[src/rtl/ntt_addr_gen.sv]
// ntt_addr_gen
//   Upstream control for the butterfly unit. Runs one in-place N-point transform
//   (NTT with Cooley-Tukey butterflies, op 2'b00, or INTT with Gentleman-Sande
//   butterflies, op 2'b01), issuing one butterfly per cycle: two coefficient read
//   addresses, a twiddle address and the op code. The matching write-back addresses
//   come out LAT = MEM_LAT + BFU_LAT cycles later to line up with the RAM read
//   latency plus the BFU pipeline.
//
// Ports
//   clk       clock, rising edge
//   rstn      synchronous active-low reset
//   start     begin a transform (sampled only when idle)
//   mode      0: NTT, 1: INTT; latched at start
//   stall     while running: hold the counters and issue nothing this cycle
//   busy      transform in progress (issuing or draining)
//   done      one-cycle completion pulse
//   op        BFU op code, held from start until the next start
//   rd_en     a butterfly is issued this cycle
//   rd_addr0  top-leg coefficient address
//   rd_addr1  bottom-leg coefficient address
//   tw_addr   twiddle ROM address
//   wr_en     rd_en delayed by LAT
//   wr_addr0  rd_addr0 delayed by LAT
//   wr_addr1  rd_addr1 delayed by LAT

module ntt_addr_gen #(
    parameter int unsigned LOGN    = 8,
    parameter int unsigned MEM_LAT = 1,
    parameter int unsigned BFU_LAT = 8
) (
    input  logic            clk,
    input  logic            rstn,
    input  logic            start,
    input  logic            mode,
    input  logic            stall,
    output logic            busy,
    output logic            done,
    output logic [1:0]      op,
    output logic            rd_en,
    output logic [LOGN-1:0] rd_addr0,
    output logic [LOGN-1:0] rd_addr1,
    output logic [LOGN-1:0] tw_addr,
    output logic            wr_en,
    output logic [LOGN-1:0] wr_addr0,
    output logic [LOGN-1:0] wr_addr1
);

    localparam int unsigned AW  = LOGN;
    localparam int unsigned N   = 1 << LOGN;
    localparam int unsigned LAT = MEM_LAT + BFU_LAT;
    localparam int unsigned SW  = (LOGN > 1) ? $clog2(LOGN) : 1;
    localparam int unsigned CW  = (LAT > 1) ? $clog2(LAT) : 1;

    localparam logic [AW-1:0] LastB = AW'(N / 2 - 1);
    localparam logic [SW-1:0] LastS = SW'(LOGN - 1);
    localparam logic [CW-1:0] LastC = CW'(LAT - 1);
    localparam logic [AW-1:0] AllOnes = AW'(N - 1);

    typedef enum logic [1:0] {StIdle, StRun, StDrain, StDone} state_e;

    typedef struct packed {
        logic          en;
        logic [AW-1:0] a0;
        logic [AW-1:0] a1;
    } dl_t;

    state_e        state_q;
    logic          mode_q;
    logic [SW-1:0] s_q;
    logic [AW-1:0] b_q;
    logic [CW-1:0] cnt_q;
    logic          busy_q;
    logic          done_q;
    logic          rd_en_q;
    logic [AW-1:0] rd_addr0_q;
    logic [AW-1:0] rd_addr1_q;
    logic [AW-1:0] tw_addr_q;
    dl_t           dl_q [LAT];

    // Butterfly address decode for the current (s, b)
    logic [SW-1:0] h;
    logic [AW-1:0] len;
    logic [AW-1:0] grp;
    logic [AW-1:0] off;
    logic [AW-1:0] a0;
    logic [AW-1:0] a1;
    logic [AW-1:0] tw;

    always_comb begin
        h   = mode_q ? s_q : LastS - s_q;
        len = AW'(1) << h;
        grp = b_q >> h;
        off = b_q & (len - AW'(1));
        // Two shifts so h+1 never overflows the SW-bit shift amount
        a0  = ((grp << h) << 1) | off;
        a1  = a0 + len;
        // (N>>s)-1 equals (N-1)>>s for a power-of-two N, keeping the math in AW bits
        tw  = mode_q ? ((AllOnes >> s_q) - grp) : ((AW'(1) << s_q) + grp);
    end

    always_ff @(posedge clk) begin
        if (!rstn) begin
            state_q    <= StIdle;
            mode_q     <= 1'b0;
            s_q        <= '0;
            b_q        <= '0;
            cnt_q      <= '0;
            busy_q     <= 1'b0;
            done_q     <= 1'b0;
            rd_en_q    <= 1'b0;
            rd_addr0_q <= '0;
            rd_addr1_q <= '0;
            tw_addr_q  <= '0;
        end else begin
            done_q  <= 1'b0;
            rd_en_q <= 1'b0;
            unique case (state_q)
                StIdle: begin
                    if (start) begin
                        mode_q  <= mode;
                        s_q     <= '0;
                        b_q     <= '0;
                        busy_q  <= 1'b1;
                        state_q <= StRun;
                    end
                end
                StRun: begin
                    if (!stall) begin
                        rd_en_q    <= 1'b1;
                        rd_addr0_q <= a0;
                        rd_addr1_q <= a1;
                        tw_addr_q  <= tw;
                        if (b_q == LastB) begin
                            cnt_q   <= '0;
                            state_q <= StDrain;
                        end else begin
                            b_q <= b_q + AW'(1);
                        end
                    end
                end
                StDrain: begin
                    // Wait until the stage's last write-back has landed
                    if (cnt_q == LastC) begin
                        if (s_q == LastS) begin
                            busy_q  <= 1'b0;
                            state_q <= StDone;
                        end else begin
                            s_q     <= s_q + SW'(1);
                            b_q     <= '0;
                            state_q <= StRun;
                        end
                    end else begin
                        cnt_q <= cnt_q + CW'(1);
                    end
                end
                StDone: begin
                    done_q  <= 1'b1;
                    state_q <= StIdle;
                end
                default: state_q <= StIdle;
            endcase
        end
    end

    // Write-back delay line; shifts every cycle so stall bubbles show as wr_en=0
    always_ff @(posedge clk) begin
        if (!rstn) begin
            for (int i = 0; i < int'(LAT); i++) begin
                dl_q[i] <= '0;
            end
        end else begin
            dl_q[0] <= {rd_en_q, rd_addr0_q, rd_addr1_q};
            for (int i = 1; i < int'(LAT); i++) begin
                dl_q[i] <= dl_q[i-1];
            end
        end
    end

    assign busy     = busy_q;
    assign done     = done_q;
    assign op       = {1'b0, mode_q};
    assign rd_en    = rd_en_q;
    assign rd_addr0 = rd_addr0_q;
    assign rd_addr1 = rd_addr1_q;
    assign tw_addr  = tw_addr_q;
    assign wr_en    = dl_q[LAT-1].en;
    assign wr_addr0 = dl_q[LAT-1].a0;
    assign wr_addr1 = dl_q[LAT-1].a1;

endmodule

[config.mk]
export PLATFORM = sky130hd
export DESIGN_NAME = ntt_addr_gen
export DESIGN_NICKNAME = d
export VERILOG_FILES = /design/src/rtl/ntt_addr_gen.sv
export SDC_FILE = /design/constraint.sdc
export NUM_CORES = 1
export LEC_CHECK = 0
export CELL_PAD_IN_SITES_DETAIL_PLACEMENT = 0
export CELL_PAD_IN_SITES_GLOBAL_PLACEMENT = 2
export CORE_MARGIN = 1
export CORE_UTILIZATION = 40
export CTS_BUF_LIST = sky130_fd_sc_hd__clkbuf_2 sky130_fd_sc_hd__clkbuf_4 sky130_fd_sc_hd__clkbuf_8
export DETAILED_ROUTE_END_ITERATION = 7
export PLACE_DENSITY = 0.88
export SETUP_SLACK_MARGIN = 0.2
export SLEW_MARGIN = 5
export SYNTH_ARGS = -nofsm -noshare
export SYNTH_HDL_FRONTEND = slang
export SYNTH_SLANG_ARGS = --single-unit
export TNS_END_PERCENT = 10
[constraint.sdc]
create_clock -name clk -period 3.95 [get_ports clk]
set_clock_uncertainty 0.05 [all_clocks]
set_input_delay 0.9875 -clock clk [delete_from_list [all_inputs] [get_ports clk]]
set_output_delay 0.9875 -clock clk [all_outputs]
set_load 0.05 [all_outputs]
==> results of run 1 <==
[cell type report]
type	instances	area (sq um)
inverter	17	67.6
tap	265	332
sequential	198	3970
clock inverter	15	224
timing repair buffer	78	738
multi-input combinational	543	3700
fill	1904	10500
clock buffer	17	234
[logic make-up (layout without fill, tap and decap cells)]
| logic type | after synthesis | in the layout | synth area share (%) |
|---|---|---|---|
| muxes | 19 | 19 | 3.06 |
| buffers and inverters | 83 | 127 | 6.00 |
| AOI/OAI and AO/OA | 131 | 131 | 11.1 |
| adders and majority gates | 32 | 32 | 5.11 |
| other | 1 | 2 | 0.0461 |
| DFF | 198 | 198 | 48.7 |
| and+or+nand+nor | 332 | 332 | 22.7 |
| xor gates and xnor gates | 27 | 27 | 3.23 |
[sequential cells by signal, indices dropped and copies added, names as in the netlist]
name      flops
dl_q        153
b_q           8
rd_addr0      8
rd_addr1      8
tw_addr       8
cnt_q         4
s_q           3
state_q       2
busy          1
done          1
mode_q        1
rd_en         1
[where the power goes]
part           total [uW]  internal, uW  switching, uW  leakage (uW)
Clock                1400           526            874      0.000225
Sequential           2030          2010           15.3       0.00160
Combinational         210          73.2            137       0.00200
[per-stage QoR]
step / setup slack [ns] / cell area [sq um] / hold WS (ns) / instances / util, %
finish: 0.463 / 9270 / 0.373 / 1133 / 47.0
global route: 0.209 / 9270 / 0.396 / 1133 / 47.0
CTS: 0.233 / 9210 / 0.379 / 1129 / 46.7
detailed placement: 0.157 / 8750 / 0.367 / 1097 / 44.4
global placement: 0.248 / 8750 / 0.364 / 1097 / 44.4
floorplan: 0.516 / 8140 / 0.362 / 824 / -
[placed cells by master, fill, tap and decap left out, types with 9 or more instances in the layout]
cell type	Yosys	routed
and2_1	162	162
clkdlybuf4s50_1	0	48
clkbuf_8	0	17
ha_1	30	30
nand3_1	13	13
nor2b_1	12	12
a21oi_1	23	22
dfxtp_1	198	195
nand2b_1	12	12
mux2i_1	11	11
buf_4	21	27
o21ai_0	28	28
nand2_1	59	59
inv_1	15	15
xor2_1	18	18
a21boi_0	10	10
nor2_1	35	35
a31oi_1	9	9
[what timing repair did]
action                     CTS  global route
buffers inserted             0             4
pin swaps                    0             2
resized for setup            2             9
cloned                       0             0
setup endpoints to repair    1             3
[routing by layer]
layer | wire length [um] | GRT usage (%)
met3 | 767 | 4.01
met4 | 388 | 7.15
met1 | 8120 | 23.2
met5 | 0 | 0
met2 | 6880 | 24.1
[worst max path at each step]
| stage | start | endpoint | slack (ns) | cells past startpoint |
|---|---|---|---|---|
| 6_report | b_q[2] | tw_addr[6] | 0.46 | 11 |
| 5_1_grt | mode_q | tw_addr[6] | 0.21 | 14 |
| 4_1_cts | mode_q | tw_addr[6] | 0.23 | 14 |
| 3_5_place_dp | mode_q | tw_addr[6] | 0.16 | 14 |
| 3_3_place_gp | mode_q | tw_addr[6] | 0.25 | 14 |
| 2_1_floorplan | s_q[0] | tw_addr[6] | 0.52 | 15 |
[worst reg2reg max path, cell delays in order, from the launching register on]
cell	delay [ns]
dfxtp_1	0.62
or2b_1	0.28
mux4_2	0.48
nand4_1	0.13
nand2_1	0.13
ha_1	0.38
a21o_1	0.18
a21oi_1	0.31
a32oi_1	0.15
o21ai_1	0.20
mux2_1	0.36
a31oi_1	0.16
==> impl_results.md, run 1 <==
* Hold path endpoint: dl_q[0][88]
* Cell count of the worst hold path at 1
* Hold Startpoint: dl_q[0][71]
* Drt wl/cell at 14.3 um
* Die H at roughly 140 um
* Syn avg cell area at 9.88 sq um
* # H-tree levels at 4
* Cell with the most instances after synthesis: dfxtp_1
* Setup TNS after final layout at 0 ns
* Area Overhead vs Synth at 13.9%
* R2R Path Start: b_q[2]
* Final HPWL DP at 11000 um
* Max Root-Sink Buffers at 2
* Synth Flop Type: dfxtp_1
* Overall power at 3640 uW
* CTS sink cnt at 198
* ANT nets after route at 0
* Slowest Stage Delay on Critical Path at 0.62 ns
* Num CTS Buffers at 17
* Effective utilization at floorplan at 41.2%
* Min-delay worst type: reg2reg
* Min Tclk post-route at 3.49 ns
* Crit share post-route at 88.3%
* Crit-path cells: or2b_1 -> mux4_2 -> nand4_1 -> nand2_1 -> ha_1 -> a21o_1 -> a21oi_1 -> a32oi_1 -> o21ai_1 -> mux2_1 -> a31oi_1
* Grt ovf at 0
* Worst R2R Setup Slack at about 0.46 ns
* Vias at 5379
* Fin. max-slew vios at 0
* Max-Cap Viols at 0
* Critical path endpoint category: register
* Synthesized flop and latch total at 198
* Largest area contributor in the netlist: dfxtp_1
* PortBufs at 49
* Synth unique cells at 73
* DRC at 0
* CTS tree: done
* Reg2reg path depth at 11
* Chip width at 145 um
* Unrepaired setup endpoints after global routing: no
* CTS root buf: clkbuf_8
* Final nets at 892
* Worst Path Required at ~4.3 ns
* Async SR Flop Fraction at 0%
* # rows at 51
* Slew headroom at 61.2%
* Final Hold Vio Count at 0
* Top cells by area, synth: dfxtp_1 (49%), and2_1 (12%), ha_1 (4.6%)
* Drt pass-1 iters at 4
* CTS clk-pin slew, worst paths at 0.13 ns
* First-pass GRT wire length at between 20000 and 30000 um
* EDFF count, synth at 0
* # IOs at 51
* Die Area at 0.0209 sq mm
* Mapped Area at slightly above 0.008 sq mm
* Vias in the first global route at 5030
* Kind of critical path: reg2reg
* CP arrival at approximately 3.8 ns
* DRT iter0 DRCs at 282
* Final setup viols at 0
* Worst R2R End: tw_addr[6]
* Max Clk Rate at 0.287 GHz
* Hold Buf Count CTS at 0
* Via-to-Cell Ratio at 4.75
* Worst VDD drop at between 200 and 250 uV
* Slowest cell on the critical path: dfxtp_1
* Register area share after synthesis at 48.7%
* Post-synth top area share at about half
* Power Density at between 300 and 400 mW/mm^2
* Synthesized instance count at 823
* Initial antenna violation count at 0
* Leak pwr at 0.00382 uW
* CP Buf/Inv Count at 0
* Clk_lat worst skew at about 0.46 ns
* Slew of the pin with the lowest slew margin at a little under 0.6 ns
* Yosys warning count at 0
* Critical Path Fanout Max at 11
* Final wirelength at 16200 um
* Maximum number of pins on one net before global-route repair at 144
* GP Congestion at roughly 0.87
* Top cells by count, synth: dfxtp_1 (198), and2_1 (162), nand2_1 (59), nor2_1 (35), clkbuf_1 (33)
* CP delay by family, top: compound AO/OA/AOI/OAI gates
* GRT Overall Usage at 16.6%
* Core ar. at between 0.015 and 0.02 sq mm
* Diodes inserted at 0
* Share of layout cells above drive strength 1 at 10.4%
* Outcome: complete, no violations
* Critical Path Source Type: register
Note: power is estimated with default switching activity, not from simulation.
==> run 2: changes to the inputs <==
--- a/config.mk
+++ b/config.mk
@@ -5,13 +5,14 @@
 export SDC_FILE = /design/constraint.sdc
 export NUM_CORES = 1
 export LEC_CHECK = 0
+export ABC_AREA = 1
 export CELL_PAD_IN_SITES_DETAIL_PLACEMENT = 0
 export CELL_PAD_IN_SITES_GLOBAL_PLACEMENT = 2
 export CORE_MARGIN = 1
-export CORE_UTILIZATION = 40
+export CORE_UTILIZATION = 36
 export CTS_BUF_LIST = sky130_fd_sc_hd__clkbuf_2 sky130_fd_sc_hd__clkbuf_4 sky130_fd_sc_hd__clkbuf_8
 export DETAILED_ROUTE_END_ITERATION = 7
-export PLACE_DENSITY = 0.88
+export PLACE_DENSITY = 0.91
 export SETUP_SLACK_MARGIN = 0.2
 export SLEW_MARGIN = 5
 export SYNTH_ARGS = -nofsm -noshare
==> impl_results.md, run 2 <==
* Final non-filler cell total at 1342
* Largest area contributor in the netlist: dfxtp_1
* Top cells by count, synth: nand2_1 (265), inv_1 (218), dfxtp_1 (198), nand3_1 (43), nor2_1 (43)
* CP arrival at 3.74 ns
* Mapped Area at 0.00800 sq mm
* Synth Area in Compound Gates at 6.79%
* Max Root-Sink Buffers at 2
* Syn avg cell area at a little under 8 sq um
* Clk_lat worst skew at 0.46 ns
* GRT Overall Usage at 13.9%
* Top cells by area, synth: dfxtp_1 (50%), nand2_1 (12%), inv_1 (10%)
* Core ar. at 0.0218 sq mm
* Share of layout cells above drive strength 1 at 9.32%
* Synthesized flop and latch total at 198
* PortBufs at just under 50
* Max-Cap Viols at 0
* Simple-Gate Fraction of Synth Area at 22.0%
* Final nets at 1086
* Crit share post-route at 86.8%
* R2R Path Start: mode_q
* ANT nets after route at 0
* Chip width at between 150 and 200 um
* Critical path endpoint category: register
* Top reg by flops: dl_q
* Synth unique cells at 47
* Yosys warning count at 0
* Final setup viols at 0
* Post-synth top area share at 49.5%
* Final wirelength at ~15000 um
* First-pass GRT wire length at 24500 um
* Routing usage on met1 at 18.9%
* Max Clk Rate at about 0.29 GHz
* PnR worst setup slack at roughly 0.52 ns
* Min-delay worst type: reg2reg
* Final Hold Vio Count at 0
* Setup crit start: mode_q
* Placed cells at around 1.3k
* Maximum number of pins on one net before global-route repair at between 100 and 150
* Initial antenna violation count at 0
* Largest register FFs at roughly 150
* Vias in the first global route at 4913
* Largest family of logic cells by synthesized area: simple AND/OR/NAND/NOR gates
* Async SR Flop Fraction at 0%
* Critical Path Fanout Max at 11
* Grt ovf at 0
* Via-to-Cell Ratio at slightly above 4
* GP Congestion at about 0.82
* Final instance area at 0.00907 sq mm
* Outcome: complete, no violations
* Vias at 5524
* Effective utilization at floorplan at 36.7%
* CTS tree: done
* Grt met2 use at 21.8%
* Hold Startpoint: dl_q[0][34]
* Min Hold Slack at 0.342 ns
* Global route hottest layer: met2
* Die H at between 150 and 200 um
* Leak pwr at 0.00507 uW
* Most common cell after layout, fill and taps aside: nand2_1
* Area Overhead vs Synth at 13.3%
* Pre-CTS setup slack at 0.378 ns
* Unrepaired setup endpoints after global routing: no
* # rows at between 50 and 60
* Kind of critical path: reg2reg
* Diodes inserted at 0
* DP Area at ~0.0086 sq mm
* Drt wl/cell at 10.9 um
* Slew of the pin with the lowest slew margin at 0.560 ns
* DRC at 0
* Slew headroom at between 60 and 70%
* Final HPWL DP at 10400 um
* Drt pass-1 iters at 6
* Post-Synth Adder-Cell Area at slightly above 5%
* Worst Path Required at 4.27 ns
* EDFF count, synth at 0
* Min Tclk post-route at 3.43 ns
* # IOs at 51
* Most frequent cells in the layout: nand2_1 (265), inv_1 (218), dfxtp_1 (197)
* Cell with the most instances after synthesis: nand2_1
* Power Density at between 500 and 600 mW/mm^2
* Num CTS Buffers at 17
* Synth Flop Type: dfxtp_1
* Synth Area in XOR/XNOR at 1.64%
* Register area share after synthesis at between 40% and 50%
* DRT iter0 DRCs at 295
* Synthesized instance count at 1021
* Critical Path Source Type: register
* Post-synthesis mux area share at 0%
* Die Area at 0.0228 sq mm
* # H-tree levels at 4
* Fin. max-slew vios at 0
* Met3 Track Usage GR at 3.01%
* CTS root buf: clkbuf_8
* CTS sink cnt at around 200
* Worst VDD drop at 215 uV
* Setup TNS after final layout at 0 ns
* CTS clk-pin slew, worst paths at 0.12 ns
[run 2: final cells by class]
class | count | area (sq um)
inverter | 234 | 881
tap | 280 | 350
sequential | 198 | 3970
clock inverter | 15 | 213
fill | 2265 | 12800
multi-input combinational | 540 | 2860
timing repair buffer | 58 | 568
clock buffer | 17 | 234
[run 2: cell families after synthesis]
| logic type | Yosys count |
|---|---|
| flip-flops | 198 |
| buffers and inverters | 284 |
| AO/OA/AOI/OAI | 91 |
| adder cells (fa/ha/maj) | 32 |
| AND/OR/NAND/NOR | 403 |
| XOR/XNOR | 12 |
| other | 1 |
[run 2: power by group]
| part | internal [uW] | switching, uW |
|---|---|---|
| Sequential | 2070 | 60.5 |
| Combinational | 381 | 810 |
| Clock | 567 | 821 |
| Total | 3020 | 1690 |
[run 2: path summary, 6_finish.rpt]
path	slack (ns)	to	cells after the start
worst max-delay path	0.52	rd_addr1[7]	24
worst min-delay path	0.34	dl_q[0][51]	2
worst max register to register	0.52	rd_addr1[7]	24
worst min register to register	0.34	dl_q[0][51]	2
[run 2: through the flow]
step / util (%) / power (uW)
after floorplan: - / 3100
after global placement: 39.5 / 3390
after detailed placement: 39.5 / 3380
after CTS: 41.5 / 4780
after global routing: 41.6 / 5010
final: 41.6 / 4710
[run 2: routing by layer]
| layer | part of all wire (%) | wire [um] |
|---|---|---|
| met1 | 52 | 7620 |
| met2 | 44 | 6400 |
| met3 | 3.1 | 455 |
| met4 | 1.4 | 209 |
| met5 | 0 | 0 |
[run 2: worst max-delay path, stage by stage, from the launching register on]
cell	delay, ns
dfxtp_2	0.55
nand2_1	0.10
nand2_1	0.35
nand2_1	0.16
nor2_1	0.12
nor2_1	0.06
nand2_1	0.08
nand2_1	0.10
nand2_2	0.11
nand2_1	0.07
nand3_1	0.09
nand2_1	0.08
ha_1	0.32
a21oi_1	0.21
o21ai_0	0.16
nand2_1	0.09
nand2_1	0.05
a21oi_1	0.16
inv_1	0.06
nand2_1	0.05
nand2_1	0.06
nand3_1	0.08
nand3_1	0.08
nand2_1	0.07
inv_1	0.03
[run 2: what timing repair did]
action	CTS	global route
endpoints found under the setup margin	0	3
buffers inserted	0	0
hold buffers	0	0
gates resized for setup	0	2
==> run 3: changes to the inputs <==
==> constraint.sdc (replaced) <==
create_clock -name clk -period 3.9 [get_ports clk]
set_clock_uncertainty 0.05 [all_clocks]
set_input_delay 0.975 -clock clk [delete_from_list [all_inputs] [get_ports clk]]
set_output_delay 0.975 -clock clk [all_outputs]
set_load 0.05 [all_outputs]
==> impl_results.md, run 3 (synthesized netlist as in run 2, its figures left out) <==
* Critical Path Source Type: register
* Core ar. at 0.0218 sq mm
* GRT Overall Usage at 14.1%
* Leak pwr at 0.00508 uW
* Maximum number of pins on one net before global-route repair at 109
* Final Hold Vio Count at 0
* # H-tree levels at 4
* Num CTS Buffers at 17
* CTS root buf: clkbuf_8
* Max Root-Sink Buffers at 2
* DRT iter0 DRCs at a little under 300
* # rows at 54
* CTS sink cnt at around 200
* Drt wl/cell at 11.1 um
* Top reg by flops: dl_q
* Die H at 151 um
* Critical path endpoint category: register
* Kind of critical path: reg2reg
* PortBufs at 49
* CP arrival at 3.67 ns
* Most common cell after layout, fill and taps aside: nand2_1
* CTS clk-pin slew, worst paths at between 0.1 and 0.15 ns
* Die Area at 0.0228 sq mm
* Final wirelength at around 15000 um
* Share of layout cells above drive strength 1 at 9.51%
* Final HPWL DP at 10400 um
* Area Overhead vs Synth at 13.7%
* First-pass GRT wire length at ~25000 um
* Slew headroom at 58.4%
* Most frequent cells in the layout: nand2_1 (264), inv_1 (218), dfxtp_1 (196)
* Fin. max-slew vios at 0
* DRC at 0
* Critical Path Fanout Max at 8
* Initial antenna violation count at 0
* Clk_lat worst skew at 0.48 ns
* Outcome: complete, no violations
* GP Congestion at 0.836
* Final non-filler cell total at 1342
* Final setup viols at 0
* Placed cells at 1310
* Diodes inserted at 0
* Crit share post-route at 85.6%
* Worst VDD drop at 203 uV
* Unrepaired setup endpoints after global routing: no
* Grt ovf at 0
* Effective utilization at floorplan at 36.7%
* Min Tclk post-route at ~3.3 ns
* Vias in the first global route at 4974
* Min-delay worst type: reg2reg
* Max Clk Rate at roughly 0.3 GHz
* Chip width at around 150 um
* Drt pass-1 iters at 4
* Worst Path Required at 4.24 ns
* Hold Buf Count CTS at 0
* Final nets at 1086
* Power Density at 531 mW/mm^2
* Via-to-Cell Ratio at 4.13
* Slew of the pin with the lowest slew margin at between 0.6 and 0.7 ns
* CTS tree: done
* # IOs at 51
* Largest register FFs at around 150
* ANT nets after route at 0
* Setup TNS after final layout at 0 ns
* Vias at 5546
* Max-Cap Viols at 0
==> run 3: worst paths after layout <==
check,startpoint,end,slack [ns],cells after the start
max,s_q[1],rd_addr1[7],0.56,22
min,dl_q[0][96],dl_q[0][113],0.35,2
max reg2reg,s_q[1],rd_addr1[7],0.56,22
min reg2reg,dl_q[0][96],dl_q[0][113],0.35,2
==> run 3: timing repair <==
| action | 4_1_cts | 5_1_grt |
|---|---|---|
| gates resized for setup | 0 | 5 |
| setup buffers | 0 | 0 |
| endpoints found under the setup margin | 0 | 3 |
==> run 3: layer usage <==
| metal | share of wire, % | global-route usage, % |
|---|---|---|
| met1 | 51 | 19.1 |
| met2 | 43 | 21.5 |
| met3 | 3.1 | 3.37 |
| met4 | 2.0 | 5.10 |
| met5 | 0 | 0 |
==> run 3: stage by stage <==
| step | util [%] | setup slack (ns) | hold slack (ns) | total power, uW | instance area [sq um] |
|---|---|---|---|---|---|
| floorplan | - | 1.10 | 0.340 | 3140 | 8010 |
| global placement | 39.5 | 0.358 | 0.342 | 3430 | 8620 |
| detailed placement | 39.5 | 0.302 | 0.345 | 3420 | 8620 |
| CTS | 41.6 | 0.258 | 0.354 | 4900 | 9080 |
| global route | 41.7 | 0.212 | 0.369 | 5140 | 9090 |
| finish | 41.7 | 0.564 | 0.355 | 4830 | 9090 |
==> run 3: power breakdown <==
group	switching [uW]	total, uW	internal, uW
combinational	822	1210	387
clock	916	1460	544
sequential	61.1	2160	2100
==> run 3: cell type report <==
cell class | count | area, sq um
Clock inverter | 15 | 233
Clock buffer | 17 | 234
Sequential cell | 198 | 3970
Timing Repair Buffer | 58 | 568
Tap cell | 280 | 350
Inverter | 234 | 881
Fill cell | 2244 | 12700
Multi-Input combinational cell | 540 | 2860
==> run 3: worst max-delay path, stage by stage, from the launching register on <==
cell and delay [ns]:
dfxtp_1 0.43, xnor2_2 0.56, nand3_2 0.20, nand2_2 0.15
inv_1 0.06, nand2_2 0.08, nand2_2 0.07, nand2_1 0.09
nand3_1 0.08, nand2_1 0.10, ha_1 0.26, a21oi_1 0.21
o21ai_0 0.16, nand2_1 0.09, nand2_1 0.05, a21oi_1 0.16
inv_1 0.06, nand2_1 0.05, nand2_1 0.06, nand3_1 0.08
nand3_1 0.08, nand2_1 0.08, inv_1 0.03
